==> src/rtl/ula_arb_pkg.sv <==
// Shared definitions for the two-requester ULA arbiter.
// Covers the FSM state encoding, the legal ULA operation codes and the latched request payload.
package ula_arb_pkg;

  localparam int unsigned DATA_W = 8;
  localparam int unsigned OP_W   = 3;

  typedef enum logic [1:0] {
    ST_IDLE = 2'd0,
    ST_EXEC = 2'd1,
    ST_RESP = 2'd2
  } state_e;

  localparam logic [OP_W-1:0] OP_ADD = 3'b000;
  localparam logic [OP_W-1:0] OP_SUB = 3'b001;
  localparam logic [OP_W-1:0] OP_AND = 3'b010;
  localparam logic [OP_W-1:0] OP_OR  = 3'b011;
  localparam logic [OP_W-1:0] OP_SLT = 3'b101;
  localparam logic [OP_W-1:0] OP_XOR = 3'b111;

  typedef struct packed {
    logic [DATA_W-1:0] a;
    logic [DATA_W-1:0] b;
    logic [OP_W-1:0]   op;
  } ula_req_t;

  function automatic logic is_legal_op(input logic [OP_W-1:0] op);
    return (op == OP_ADD) || (op == OP_SUB) || (op == OP_AND) ||
           (op == OP_OR)  || (op == OP_SLT) || (op == OP_XOR);
  endfunction

endpackage

==> src/rtl/ula.sv <==
// Combinational 8-bit ULA.
// Arithmetic wraps modulo 256 and SLT compares unsigned; illegal codes produce 0x00 with the zero flag set.
module ula
  import ula_arb_pkg::*;
(
  input  logic [DATA_W-1:0] a_i,
  input  logic [DATA_W-1:0] b_i,
  input  logic [OP_W-1:0]   op_i,
  output logic [DATA_W-1:0] result_o,
  output logic              zero_o,
  output logic              illegal_o
);

  always_comb begin
    result_o  = '0;
    illegal_o = !is_legal_op(op_i);
    case (op_i)
      OP_ADD:  result_o = a_i + b_i;
      OP_SUB:  result_o = a_i - b_i;
      OP_AND:  result_o = a_i & b_i;
      OP_OR:   result_o = a_i | b_i;
      OP_SLT:  result_o = DATA_W'(a_i < b_i);
      OP_XOR:  result_o = a_i ^ b_i;
      default: result_o = '0;
    endcase
    zero_o = (result_o == '0);
  end

endmodule

==> src/rtl/ula_arbiter.sv <==
// Round-robin arbiter that shares one ULA between two requesters.
// Each operation passes through IDLE -> EXEC -> RESP, so the block completes at most one operation every three cycles.
module ula_arbiter
  import ula_arb_pkg::*;
(
  input  logic              clk,
  input  logic              rst_n,
  input  logic              req0_valid,
  output logic              req0_ready,
  input  logic [DATA_W-1:0] req0_a,
  input  logic [DATA_W-1:0] req0_b,
  input  logic [OP_W-1:0]   req0_op,
  input  logic              req1_valid,
  output logic              req1_ready,
  input  logic [DATA_W-1:0] req1_a,
  input  logic [DATA_W-1:0] req1_b,
  input  logic [OP_W-1:0]   req1_op,
  output logic              rsp_valid,
  input  logic              rsp_ready,
  output logic              rsp_id,
  output logic [DATA_W-1:0] rsp_result,
  output logic              rsp_zero,
  output logic              rsp_illegal,
  output logic              busy
);

  state_e            state_q, state_d;
  logic              last_grant_q, last_grant_d;
  ula_req_t          op_q, op_d;
  logic              id_q, id_d;
  logic              rsp_valid_q, rsp_valid_d;
  logic              rsp_id_q, rsp_id_d;
  logic [DATA_W-1:0] result_q, result_d;
  logic              zero_q, zero_d;
  logic              illegal_q, illegal_d;
  logic              busy_q, busy_d;

  logic              grant_c;
  logic              accept_c;
  ula_req_t          req0_bus, req1_bus;
  logic [DATA_W-1:0] ula_result;
  logic              ula_zero;
  logic              ula_illegal;

  assign req0_bus = '{a: req0_a, b: req0_b, op: req0_op};
  assign req1_bus = '{a: req1_a, b: req1_b, op: req1_op};

  // On a tie, grant the requester that did not win the previous acceptance.
  always_comb begin
    grant_c = 1'b0;
    if (req0_valid && req1_valid) begin
      grant_c = ~last_grant_q;
    end else if (req1_valid) begin
      grant_c = 1'b1;
    end
    accept_c = rst_n && (state_q == ST_IDLE) && (req0_valid || req1_valid);
  end

  assign req0_ready = accept_c && !grant_c;
  assign req1_ready = accept_c && grant_c;

  ula u_ula (
    .a_i      (op_q.a),
    .b_i      (op_q.b),
    .op_i     (op_q.op),
    .result_o (ula_result),
    .zero_o   (ula_zero),
    .illegal_o(ula_illegal)
  );

  always_comb begin
    state_d      = state_q;
    last_grant_d = last_grant_q;
    op_d         = op_q;
    id_d         = id_q;
    rsp_valid_d  = rsp_valid_q;
    rsp_id_d     = rsp_id_q;
    result_d     = result_q;
    zero_d       = zero_q;
    illegal_d    = illegal_q;
    busy_d       = busy_q;
    case (state_q)
      ST_IDLE: begin
        if (accept_c) begin
          op_d         = grant_c ? req1_bus : req0_bus;
          id_d         = grant_c;
          last_grant_d = grant_c;
          busy_d       = 1'b1;
          state_d      = ST_EXEC;
        end
      end
      ST_EXEC: begin
        result_d    = ula_result;
        zero_d      = ula_zero;
        illegal_d   = ula_illegal;
        rsp_id_d    = id_q;
        rsp_valid_d = 1'b1;
        state_d     = ST_RESP;
      end
      ST_RESP: begin
        // Returning to IDLE here, not accepting, keeps one full idle cycle between operations.
        if (rsp_ready) begin
          rsp_valid_d = 1'b0;
          busy_d      = 1'b0;
          state_d     = ST_IDLE;
        end
      end
      default: begin
        rsp_valid_d = 1'b0;
        busy_d      = 1'b0;
        state_d     = ST_IDLE;
      end
    endcase
  end

  always_ff @(posedge clk or negedge rst_n) begin
    if (!rst_n) begin
      state_q      <= ST_IDLE;
      last_grant_q <= 1'b1;
      op_q         <= '0;
      id_q         <= 1'b0;
      rsp_valid_q  <= 1'b0;
      rsp_id_q     <= 1'b0;
      result_q     <= '0;
      zero_q       <= 1'b0;
      illegal_q    <= 1'b0;
      busy_q       <= 1'b0;
    end else begin
      state_q      <= state_d;
      last_grant_q <= last_grant_d;
      op_q         <= op_d;
      id_q         <= id_d;
      rsp_valid_q  <= rsp_valid_d;
      rsp_id_q     <= rsp_id_d;
      result_q     <= result_d;
      zero_q       <= zero_d;
      illegal_q    <= illegal_d;
      busy_q       <= busy_d;
    end
  end

  assign rsp_valid   = rsp_valid_q;
  assign rsp_id      = rsp_id_q;
  assign rsp_result  = result_q;
  assign rsp_zero    = zero_q;
  assign rsp_illegal = illegal_q;
  assign busy        = busy_q;

endmodule

==> config.mk <==
export PLATFORM = sky130hd
export DESIGN_NAME = ula_arbiter
export DESIGN_NICKNAME = d
export VERILOG_FILES = /design/src/rtl/ula_arb_pkg.sv /design/src/rtl/ula.sv /design/src/rtl/ula_arbiter.sv
export SDC_FILE = /design/constraint.sdc
export NUM_CORES = 1
export LEC_CHECK = 0
export CORE_MARGIN = 5
export CORE_UTILIZATION = 56
export CTS_CLUSTER_DIAMETER = 150
export DETAILED_ROUTE_END_ITERATION = 16
export PLACE_DENSITY = 0.86
export SYNTH_ARGS = -nofsm -noshare
export SYNTH_HDL_FRONTEND = slang
export SYNTH_SLANG_ARGS = --single-unit
==> constraint.sdc <==
create_clock -name clk -period 4.7 [get_ports clk]
set_input_delay 0.705 -clock clk [delete_from_list [all_inputs] [get_ports clk]]
set_output_delay 0.705 -clock clk [all_outputs]
set_load 0.02 [all_outputs]
After elaboration in Yosys (flattened, before gate mapping)
Index checks and enable logic that the tools add are counted.
- register bits: 36
- input port bits: 43
- output and inout bits: 15
- logic and storage cells: 61
- add/sub/neg operators: 2
- $lt $le $gt $ge: 1
- equal/unequal tests: 9
- mux-type cells: 11
- bitwise gates (word level): 6
- reductions and logical operators: 20
- operators by type and width (cell ; number):
    8-bit one-hot mux with 6 select lines ; 1
    19-bit 2-to-1 mux ; 1
    8-bit adder ; 1
    8-bit AND ; 1
    8-bit zero test ; 1
    8-bit less-than comparator ; 1
    8-bit OR ; 1
    8-bit subtractor ; 1
    8-bit XOR ; 1
    3-bit by 2-bit == test with 1-bit output (second input constant) ; 2
    3-bit == test (second input constant) ; 2
    1-bit logical OR ; 6
    1-bit one-hot mux with 3 select lines ; 2
    2-bit one-hot mux with 3 select lines ; 1
    2-bit AND reduction ; 3
    1-bit logical AND ; 5
    1-bit 2-to-1 mux ; 4
    2-bit 2-to-1 mux ; 2
    2-bit inequality test (second input constant) ; 2
    3-bit by 1-bit == test with 1-bit output (second input constant) ; 1
    3-bit zero test ; 1
    1-bit inverter ; 3
    3-bit AND reduction ; 1
    2-bit by 1-bit == test with 1-bit output (second input constant) ; 1
    other kinds (3) ; 4

Longest topological paths before layout
Gate-level depths: netlist of run 1.
- depth after elaboration: 7
- depth in mapped cells: 9
- mapped depth without buffers: 9

Cells and area by module
From an unflattened synthesis of run 1, not the netlist that was laid out.
- cells, all modules: 315
- area, all modules: 2936.6 um2
- by module, submodules not included (module ; times used ; cells each ; area an instance (um2) ; sequential area each (um2)):
    ula_arbiter ; 1 ; 133 ; 1626.6 ; 902.1
    ula ; 1 ; 182 ; 1310.0 ; 0.0

Least setup slack after synthesis of run 1
No wires, ideal clock.
- path kind: register -> register
- start point: register op_q[3] (netlist bit)
- end point: register zero_q, in the netlist rsp_zero
- library setup time: 103 ps
- data arrival time: 2195 ps
- required time: 4597 ps
- slack: 2402 ps
- stages on the path, launching flop included: 9
- buffers on the path: 0
- clock period less this slack: 2298 ps
- path through: dfrtp_1 -> ha_1 -> fa_1 -> o21bai_2 -> a21oi_1 -> o31a_1 -> a221oi_1 -> o22ai_1 -> o41ai_2
- longest elaborated chain between the ends: 3
- elaborated cells on any way between the ends: 8
- those cells by class: 2 x add/sub; 1 x order compare; 1 x mux; 3 x bitwise; 1 x reduce/logical
- RTL lines (what ; RTL line ; text):
    start, declared ; ula_arbiter.sv:29 ; ula_req_t op_q, op_d;
    start signal, assigned ; ula_arbiter.sv:131 ; op_q <= op_d;
    8-bit subtractor (tied with other cells) ; ula.sv:19 ; OP_SUB: result_o = a_i - b_i;
    8-bit one-hot mux with 6 select lines * ; ula.sv:17 ; case (op_i)
    8-bit zero test * ; ula.sv:26 ; zero_o = (result_o == '0);
    end signal, assigned ; ula_arbiter.sv:136 ; zero_q <= zero_d;
    end, declared ; ula_arbiter.sv:34 ; logic zero_q, zero_d;
Every way passes the cells marked *; elsewhere a longest branch is shown, timed or not.
A chain may end at the register's enable or synchronous reset.

Worst setup path after layout of run 1
- start point: input port req1_valid
- end point: output port req1_ready
- longest elaborated chain between the ends: 3
- elaborated cells on any way between the ends: 6
- those cells by class: 2 x mux; 4 x reduce/logical
- RTL lines (what ; RTL line ; text):
    start, declared ; ula_arbiter.sv:13 ; input logic req1_valid,
    1-bit 2-to-1 mux (tied with other cells) ; ula_arbiter.sv:53 ; end else if (req1_valid) begin
    1-bit 2-to-1 mux or 1-bit logical AND (tied branches) ; ula_arbiter.sv:51, ula_arbiter.sv:56 ;
    1-bit logical AND * ; ula_arbiter.sv:60 ; assign req1_ready = accept_c && grant_c;
    end, declared ; ula_arbiter.sv:14 ; output logic req1_ready,
Marked as above.

==> results.json, run 1 <==
{
  "nets": 429,
  "die_area_um2": 6716,
  "synth-compound-area-share_pct": 21.06,
  "hold_viol_final": 0,
  "ant_nets": 0,
  "viasPerCell": 5.667,
  "period_needed_ps": 3283,
  "totalWireLength_um": 6448,
  "grt_pass1_vias": 2337,
  "clkSinkCount": 36,
  "io_pins": 58,
  "drt-initial-drc-count": 188,
  "post_drt_wl_per_cell_um": 15.03,
  "die_h_um": 81.95,
  "hold_class": "reg -> reg",
  "hold_slack_ps": 476.3,
  "arrival_ps": 2580,
  "synthMuxAreaShare_pct": 8.848,
  "drc": 0,
  "cts_setup_buffers": 0,
  "grt_max_degree": 43,
  "crit_path_start_kind": "input port",
  "rows": 26,
  "tightest_slew_ps": 843.9,
  "synth_edf_count": 0,
  "die_width_um": 81.95,
  "yosys.area_share.simple_pct": 17.95,
  "max_stage_delay_ps": 650,
  "worst-path-buf-inv": 3,
  "root_buffer": "clkbuf_8",
  "synth_cell_types": 71,
  "hold_path_depth": 2,
  "synth.top_cell.area_share_pct": 30.21,
  "timing.rr.start": "op_q[11]$_DFFE_PN0P_",
  "setup_tns_ps": 0,
  "skew_ps": 8.509,
  "synth_fa_ha_area_share_pct": 12.60,
  "crit_fanout": 21,
  "crit_family": "buffers and inverters",
  "avgSynthCellArea_um2": 9.382,
  "clock_path_buffers": 2,
  "worstReg2RegEnd": "rsp_zero$_DFFE_PN0P_",
  "min_from": "rsp_illegal$_DFFE_PN0P_",
  "gp_congestion": 0.9459,
  "coreArea_um2": 5075,
  "grt_usage_pct": 20.60,
  "pwr_density_cell_nw_per_um2": 635.2,
  "fin_cells": 429,
  "synth_cells": 309,
  "final_util_pct": 69.53,
  "initial_utilization_pct": 57.13,
  "clkLatencyLatePin_ps": 290,
  "synth_xor_area_share_pct": 0.6042,
  "ys_warn_count": 0,
  "synth_top_family_by_area": "compound AO/OA/AOI/OAI gates",
  "grt_antenna_before_repair": 0,
  "drtPass1Iterations": 7,
  "cts_made_buffers": 5,
  "placement.io_buffers": 57,
  "synth_nets": 380,
  "path_clk_slew_ps": 70,
  "crit_start": "req1_valid",
  "hold_buffers": 0,
  "relSlewSlack_pct": 43.74,
  "peakVddDrop_v": 0.0003582,
  "yosysSeqAreaShare_pct": 31.12,
  "final_layout_size_suffix_gt1_share_pct": 10.58,
  "critPathSlowestCell": "clkdlybuf4s50_1",
  "regToRegSetupSlack_ps": 2030,
  "nFillCells": 415,
  "synth_seq_cells": 36,
  "crit_path_end_kind": "output port",
  "syn_to_final_growth_pct": 21.71,
  "ys_async_sr_fraction_pct": 100.0,
  "overflow": 0,
  "dp_cells": 421,
  "final.period_utilization_pct": 69.85,
  "synthMostInstantiatedCell": "nand2_1",
  "clock.fmax_mhz": 304.6,
  "crit_chain": "clkdlybuf4s50_1 -> a21boi_2 -> buf_4 -> nor2b_1 -> clkdlybuf4s50_1",
  "drv_slew": 0,
  "rsz0062_at_grt": "no",
  "status": "finished, final reports clean",
  "netlist_area_um2": 2899,
  "cts_tree": "done",
  "cts.repair.resized": 0,
  "critPathKind": "in -> out",
  "grt_pass1_wl_um": 10730,
  "yosysTopAreaCell": "dfrtp_1",
  "min_to": "rsp_illegal$_DFFE_PN0P_",
  "cp.required_ps": 3990,
  "drv_cap": 0,
  "synth_area_leaders": "dfrtp_1 30%, ha_1 11%, mux2i_1 6.9%, o21ai_0 5.0%, nand2_1 4.9%",
  "setup_viol": 0,
  "leakagePower_uw": 0.001536,
  "dp_hpwl_um": 5056,
  "r2r_cells": 9,
  "via_count": 2431,
  "antenna_cells": 0,
  "synth_ff_type": "dfrtp_1",
  "crit_path_frequent_cell": "clkdlybuf4s50_1",
  "cts.htree.levels": 2,
  "synth_commonest_cells": "38 x nand2_1, 35 x dfrtp_1, 29 x o21ai_0"
}
-- per-layer routing --
layer	vias to the layer above	share of wire, %	GRT usage [%]
met1	1123	42	25.99
met2	85	50	35.06
met4	0	2.3	8.638
met3	20	6.1	2.961
met5	-	0	0
li1	1203	-	-
-- how the worst max path moves through the flow --
stage | end | depth (start not counted)
after detailed placement | req1_ready | 5
final | req1_ready | 5
after CTS | req1_ready | 5
after global routing | req1_ready | 5
after floorplan | rsp_zero$_DFFE_PN0P_ | 8
after global placement | req1_ready | 5
-- flip-flops by register name, summed over array words and instances (netlist names) --
signal / cells
rsp_illegal: 1
id_q: 1
last_grant_q: 1
rsp_zero: 1
rsp_id: 1
op_q: 19
rsp_result: 8
rsp_valid: 1
state_q: 2
busy: 1
-- cell usage in the layout, fill, tap and decap left out, types with 2 or more instances in the layout --
cell type        Yosys  routed
mux2_2               4       4
buf_4                0       3
o2111ai_1            3       3
a21oi_1             12      12
o21a_1               2       2
or4_1                2       2
clkbuf_1             5       2
o31a_1               2       2
o211ai_1             4       4
o22ai_1              3       3
a22oi_1              2       2
clkbuf_8             1       5
a211oi_1             2       2
nand2_1             38      38
ha_1                26      26
fa_1                 2       2
nand2b_1             4       4
nor4bb_1             2       2
clkdlybuf4s50_1      0      57
nand3b_1             3       3
nand4b_1             2       2
a21o_1               3       3
nor3b_1              2       2
nor3_1               3       3
or3b_2               2       2
o21ai_0             29      29
mux2i_1             20      20
a221oi_1             2       2
dfrtp_1             35      35
nor2_1              15      15
o21ai_1              4       4
a221oi_2             2       2
inv_1               23      23
-- worst min-delay path, stage by stage (launching register included) --
cell	delay (ps)
dfrtp_1	340
nand2_1	50
o31ai_1	50
-- kinds of logic after synthesis --
| logic type | after synthesis |
|---|---|
| AND/OR/NAND/NOR | 90 |
| AO/OA/AOI/OAI | 86 |
| buffers and inverters | 42 |
| flip-flops | 36 |
| adder cells (fa/ha/maj) | 28 |
| multiplexers | 25 |
| XOR/XNOR | 2 |
-- final cells by class --
cell class                 count  area, um^2  share of cell area, %
sequential                    36       902.1                  25.57
timing repair buffer          60       593.1                  16.81
clock buffer                   7       76.32                  2.163
inverter                      24       90.09                  2.553
clock inverter                 1       5.005                 0.1418
tap                           70       87.58                  2.482
multi-input combinational    231        1774                  50.28
-- where the power goes --
| part | leakage (uW) | total, uW | switching (uW) | internal, uW |
|---|---|---|---|---|
| Clock | 0.0000422 | 211 | 107 | 104 |
| Combinational | 0.00105 | 1410 | 785 | 622 |
| Sequential | 0.000446 | 624 | 182 | 441 |
| Total | 0.00154 | 2240 | 1070 | 1170 |
-- through the flow --
step                      setup slack, ps  instance area, um^2  power [uW]
after global placement               1465                 3447        1957
after floorplan                      2402                 2899        1672
final                                1417                 3528        2241
after CTS                            1380                 3528        2232
after global routing                 1283                 3528        2423
after detailed placement             1389                 3447        2016
No activity file was read; power rests on OpenSTA's default activity.
==> run 2: changes to the inputs <==
--- a/config.mk
+++ b/config.mk
@@ -6,10 +6,10 @@
 export NUM_CORES = 1
 export LEC_CHECK = 0
 export CORE_MARGIN = 5
-export CORE_UTILIZATION = 56
+export CORE_UTILIZATION = 47
 export CTS_CLUSTER_DIAMETER = 150
 export DETAILED_ROUTE_END_ITERATION = 16
-export PLACE_DENSITY = 0.86
+export PLACE_DENSITY = 0.77
 export SYNTH_ARGS = -nofsm -noshare
 export SYNTH_HDL_FRONTEND = slang
 export SYNTH_SLANG_ARGS = --single-unit
==> constraint.sdc (replaced) <==
create_clock -name clk -period 2.8 [get_ports clk]
set_input_delay 0.42 -clock clk [delete_from_list [all_inputs] [get_ports clk]]
set_output_delay 0.42 -clock clk [all_outputs]
set_load 0.02 [all_outputs]
==> run 2 against run 1 <==
  * Clock skew down 1.3 ps
  * Via count up 1.0%
  * Wire length up 11%
  * Critical path depth up 3
  * Total power up 78%
  * Highest routed layer unchanged
==> results.json, run 2 (synthesis results as in run 1) <==
{
  "hold_class": "reg -> reg",
  "viasPerCell": 5.607,
  "peakVddDrop_v": 0.0005053,
  "nets": 433,
  "die_h_um": 88.54,
  "grt_usage_pct": 19.41,
  "timing.rr.start": "op_q[3]$_DFFE_PN0P_",
  "min_to": "id_q$_DFFE_PN0P_",
  "fin_cells": 438,
  "cts_tree": "done",
  "crit_family": "compound AO/OA/AOI/OAI gates",
  "rows": 28,
  "min_from": "id_q$_DFFE_PN0P_",
  "fin_ws_ps": 243.5,
  "grt_max_degree": 42,
  "rsz0062_at_grt": "no",
  "hold_buffers": 0,
  "die_width_um": 88.54,
  "regMostFlops": "op_q",
  "root_buffer": "clkbuf_8",
  "final_common_cell": "clkdlybuf4s50_1",
  "cts.repair.resized": 0,
  "crit_fanout": 4,
  "relSlewSlack_pct": 59.10,
  "drv_slew": 0,
  "hold_path_depth": 1,
  "cp.required_ps": 2990,
  "final.period_utilization_pct": 91.30,
  "syn_to_final_growth_pct": 24.51,
  "largest_register_ffs": 19,
  "cts_setup_buffers": 0,
  "drv_cap": 0,
  "clkSinkCount": 36,
  "regToRegSetupSlack_ps": 240,
  "coreArea_um2": 5956,
  "crit_chain": "ha_1 -> fa_1 -> o21bai_2 -> a21oi_1 -> o31a_1 -> a221oi_1 -> o22ai_1 -> o41ai_2",
  "arrival_ps": 2750,
  "path_clk_slew_ps": 80,
  "dp_cells": 430,
  "max_stage_delay_ps": 440,
  "finalPower_uw": 3987,
  "critPathSlowestCell": "fa_1",
  "cts.htree.levels": 2,
  "clkLatencyLatePin_ps": 300,
  "ant_nets": 0,
  "via_count": 2456,
  "grt_antenna_before_repair": 0,
  "clock.fmax_mhz": 391.2,
  "leakagePower_uw": 0.001578,
  "cts_made_buffers": 5,
  "die_area_um2": 7838,
  "r2r_cells": 8,
  "grt_pass1_vias": 2418,
  "initial_utilization_pct": 48.68,
  "tightest_slew_ps": 613.4,
  "clock_path_buffers": 2,
  "worstReg2RegEnd": "rsp_zero$_DFFE_PN0P_",
  "drtPass1Iterations": 4,
  "crit_path_start_kind": "flop",
  "drc": 0,
  "crit_path_end_kind": "flop",
  "grt_pass1_wl_um": 11790,
  "overflow": 0,
  "io_pins": 58,
  "skew_ps": 7.171,
  "antenna_cells": 0,
  "setup_viol": 0,
  "final_layout_size_suffix_gt1_share_pct": 12.12,
  "layout_common_cells": "57 x clkdlybuf4s50_1, 38 x nand2_1, 35 x dfrtp_1",
  "hold_viol_final": 0,
  "critPathKind": "reg -> reg",
  "drt-initial-drc-count": 110,
  "worst-path-buf-inv": 0,
  "setup_tns_ps": 0,
  "placement.io_buffers": 57,
  "status": "finished, final reports clean",
  "pwr_density_cell_nw_per_um2": 1104,
  "period_needed_ps": 2556,
  "dp_slack_ps": 311.8,
  "dp_hpwl_um": 5585,
  "gp_congestion": 0.9363,
  "totalWireLength_um": 7138,
  "post_drt_wl_per_cell_um": 16.30
}
==> run 2: metrics by stage <==
step	utilization, %	hold WS [ps]	cell area, um^2
2_1_floorplan	-	124.4	2899
3_3_place_gp	58.49	461.2	3483
3_5_place_dp	58.49	472.5	3483
4_1_cts	60.61	492.4	3610
5_1_grt	60.61	501.4	3610
6_report	60.61	487.8	3610
==> run 2: area by class of cell <==
class	count	area, um^2
Sequential cell	36	902.1
Timing Repair Buffer	64	623.1
Tap cell	75	93.84
Multi-Input combinational cell	231	1774
Inverter	24	90.09
Clock buffer	7	96.34
Clock inverter	1	30.03
Fill cell	530	2346
==> run 2: how the worst max path moves through the flow <==
stage                                    from                        end  slack [ps]  depth (start not counted)
after floorplan           op_q[3]$_DFFE_PN0P_       rsp_zero$_DFFE_PN0P_         500                          8
after global routing      op_q[4]$_DFFE_PN0P_  rsp_result[7]$_DFFE_PN0P_         140                          8
after detailed placement  op_q[3]$_DFFE_PN0P_       rsp_zero$_DFFE_PN0P_         310                          8
final                     op_q[3]$_DFFE_PN0P_       rsp_zero$_DFFE_PN0P_         240                          8
after CTS                 op_q[3]$_DFFE_PN0P_       rsp_zero$_DFFE_PN0P_         280                          8
after global placement    op_q[3]$_DFFE_PN0P_       rsp_zero$_DFFE_PN0P_         360                          8
==> run 2: power breakdown <==
group | switching, uW | internal, uW
clock network | 200 | 314
logic | 1400 | 1070
registers | 260 | 742
total | 1860 | 2130
==> run 2: routing by layer <==
metal  vias up  track usage (%)  routed length, um
li1       1212                -                  -
met4         0            6.593                153
met5         -                0                  0
met2        72            33.17               3509
met1      1157            24.74               3102
met3        15            3.445                372
==> run 3: changes to the inputs <==
--- a/config.mk
+++ b/config.mk
@@ -6,10 +6,11 @@
 export NUM_CORES = 1
 export LEC_CHECK = 0
 export CORE_MARGIN = 5
-export CORE_UTILIZATION = 47
+export CORE_UTILIZATION = 52
 export CTS_CLUSTER_DIAMETER = 150
 export DETAILED_ROUTE_END_ITERATION = 16
-export PLACE_DENSITY = 0.77
+export GPL_TIMING_DRIVEN = 0
+export PLACE_DENSITY = 0.8
 export SYNTH_ARGS = -nofsm -noshare
 export SYNTH_HDL_FRONTEND = slang
 export SYNTH_SLANG_ARGS = --single-unit
==> constraint.sdc (replaced) <==
create_clock -name clk -period 2.5 [get_ports clk]
set_input_delay 0.375 -clock clk [delete_from_list [all_inputs] [get_ports clk]]
set_output_delay 0.375 -clock clk [all_outputs]
set_load 0.02 [all_outputs]
==> run 3 against run 2 <==
  * Clock skew is 1.7 ps higher
  * Sequential power up 5%
  * Core utilization rose by 9.1 points
  * Final area rose by 5.7%
  * Wire length grew 3.0%
  * Critical path type unchanged
==> results.json, run 3 (synthesis results as in run 1) <==
{
  "gp_congestion": 0.9463,
  "seq_area_um2": 903.4,
  "layout_common_cells": "55 x clkdlybuf4s50_1, 38 x nand2_1, 34 x dfrtp_1",
  "drt-initial-drc-count": 284,
  "pwr_density_cell_nw_per_um2": 1247,
  "rows": 27,
  "largest_register_ffs": 19,
  "viasPerCell": 5.738,
  "grt_max_degree": 36,
  "io_pins": 58,
  "cp.required_ps": 2680,
  "coreArea_um2": 5473,
  "die_width_um": 84.67,
  "fin_ws_ps": 74.63,
  "clock_path_buffers": 2,
  "timing.rr.start": "op_q[12]$_DFFE_PN0P_",
  "dp_slack_ps": -474.3,
  "die_h_um": 84.67,
  "drc": 0,
  "tightest_slew_ps": 502.6,
  "peakVddDrop_v": 0.0005992,
  "crit_fanout": 4,
  "critPathKind": "reg -> reg",
  "r2r_cells": 8,
  "worstReg2RegEnd": "rsp_result[7]$_DFFE_PN0P_",
  "skew_ps": 8.848,
  "relSlewSlack_pct": 66.49,
  "final.period_utilization_pct": 97.01,
  "drv_cap": 0,
  "leakagePower_uw": 0.001685,
  "totalWireLength_um": 7354,
  "hold_viol_final": 0,
  "placement.io_buffers": 57,
  "syn_to_final_growth_pct": 31.59,
  "clock.fmax_mhz": 412.3,
  "dp_hpwl_um": 5552,
  "status": "finished, final reports clean",
  "path_clk_slew_ps": 80,
  "nets": 452,
  "nFillCells": 443,
  "initial_utilization_pct": 52.97,
  "hold_class": "in -> async",
  "antenna_cells": 0,
  "die_area_um2": 7168,
  "multi_input_area_um2": 1854,
  "clkSinkCount": 36,
  "cts_tree": "done",
  "regToRegSetupSlack_ps": 70,
  "grt_pass1_wl_um": 12180,
  "drv_slew": 0,
  "setup_viol": 0,
  "ant_nets": 0,
  "drtPass1Iterations": 4,
  "crit_path_start_kind": "flop",
  "post_drt_wl_per_cell_um": 16.20,
  "hold_slack_ps": 0.8652,
  "arrival_ps": 2610,
  "final_layout_size_suffix_gt1_share_pct": 19.37,
  "clkLatencyLatePin_ps": 290,
  "cts_made_buffers": 5,
  "rsz0062_at_grt": "no",
  "cts.htree.levels": 2,
  "root_buffer": "clkbuf_8",
  "regMostFlops": "op_q",
  "overflow": 0,
  "grt_usage_pct": 20.95,
  "grt_pass1_vias": 2480,
  "final_common_cell": "clkdlybuf4s50_1",
  "crit_path_end_kind": "flop",
  "via_count": 2605,
  "grt_antenna_before_repair": 0,
  "period_needed_ps": 2425
}
[run 3: changes by cell type in the layout (fill, tap and decap cells not counted), sizes merged]
cell,change
clkdlybuf4s50,-2
dlygate4sd3,+1
dlymetal6s2s,+1
clkbuf,+4
bufinv,-1
clkinv,+3
buf,+13
[run 3: power by group]
group	internal [uW]	switching [uW]
clock network	194	231
registers	834	214
logic	1460	1820
total	2490	2270
[run 3: area by class of cell]
class / instances / share of cell area, %
Buffer: 18 / 3.673
Clock buffer: 5 / 1.804
Clock inverter: 3 / 0.4920
Inverter: 24 / 2.361
Multi-Input combinational cell: 231 / 48.61
Sequential cell: 36 / 23.68
Tap cell: 72 / 2.361
Timing Repair Buffer: 65 / 17.02
[run 3: worst max-delay path, cell delays in order (launching register included)]
cell and delay, ps:
dfrtp_1 400, inv_2 80, ha_1 330, or2_0 290, a221oi_4 310, o22ai_2 160
a221oi_2 310, o22ai_2 130, mux2_1 310
[run 3: per-layer routing]
layer / track usage [%] / part of all wire, % / vias up
met5: 0 / 0 / -
li1: - / - / 1260
met4: 8.058 / 2.1 / 0
met3: 5.005 / 6.7 / 19
met1: 26.83 / 43 / 1229
met2: 34.09 / 48 / 97
[run 3: worst max-delay path by stage]
stage	to	from	cells past startpoint
4_1_cts	req1_ready	req1_valid	4
3_3_place_gp	req0_ready	rst_n	5
3_5_place_dp	req0_ready	rst_n	5
6_report	rsp_result[7]$_DFFE_PN0P_	op_q[12]$_DFFE_PN0P_	8
2_1_floorplan	rsp_zero$_DFFE_PN0P_	op_q[3]$_DFFE_PN0P_	8
5_1_grt	rsp_zero$_DFFE_PN0P_	op_q[3]$_DFFE_PN0P_	9
[run 3: per-stage QoR]
step,instances,TNS (ps),util [%],instance area (um^2),total power [uW]
after floorplan,309,0,-,2899,3144
after global placement,438,-20440,65.04,3560,3952
after detailed placement,438,-1055,64.95,3555,3975
after CTS,450,-4.226,68.13,3729,4543
after global routing,454,0,69.71,3815,5122
final,454,0,69.71,3815,4756
[run 3: what timing repair did]
action                                 in CTS  in global routing
buffers inserted                            3                  3
endpoints found under the hold margin      35                  1
hold buffers                                1                  1
pin swaps                                   3                  4
resized for setup                          14                 12
setup endpoints to repair                   6                  4
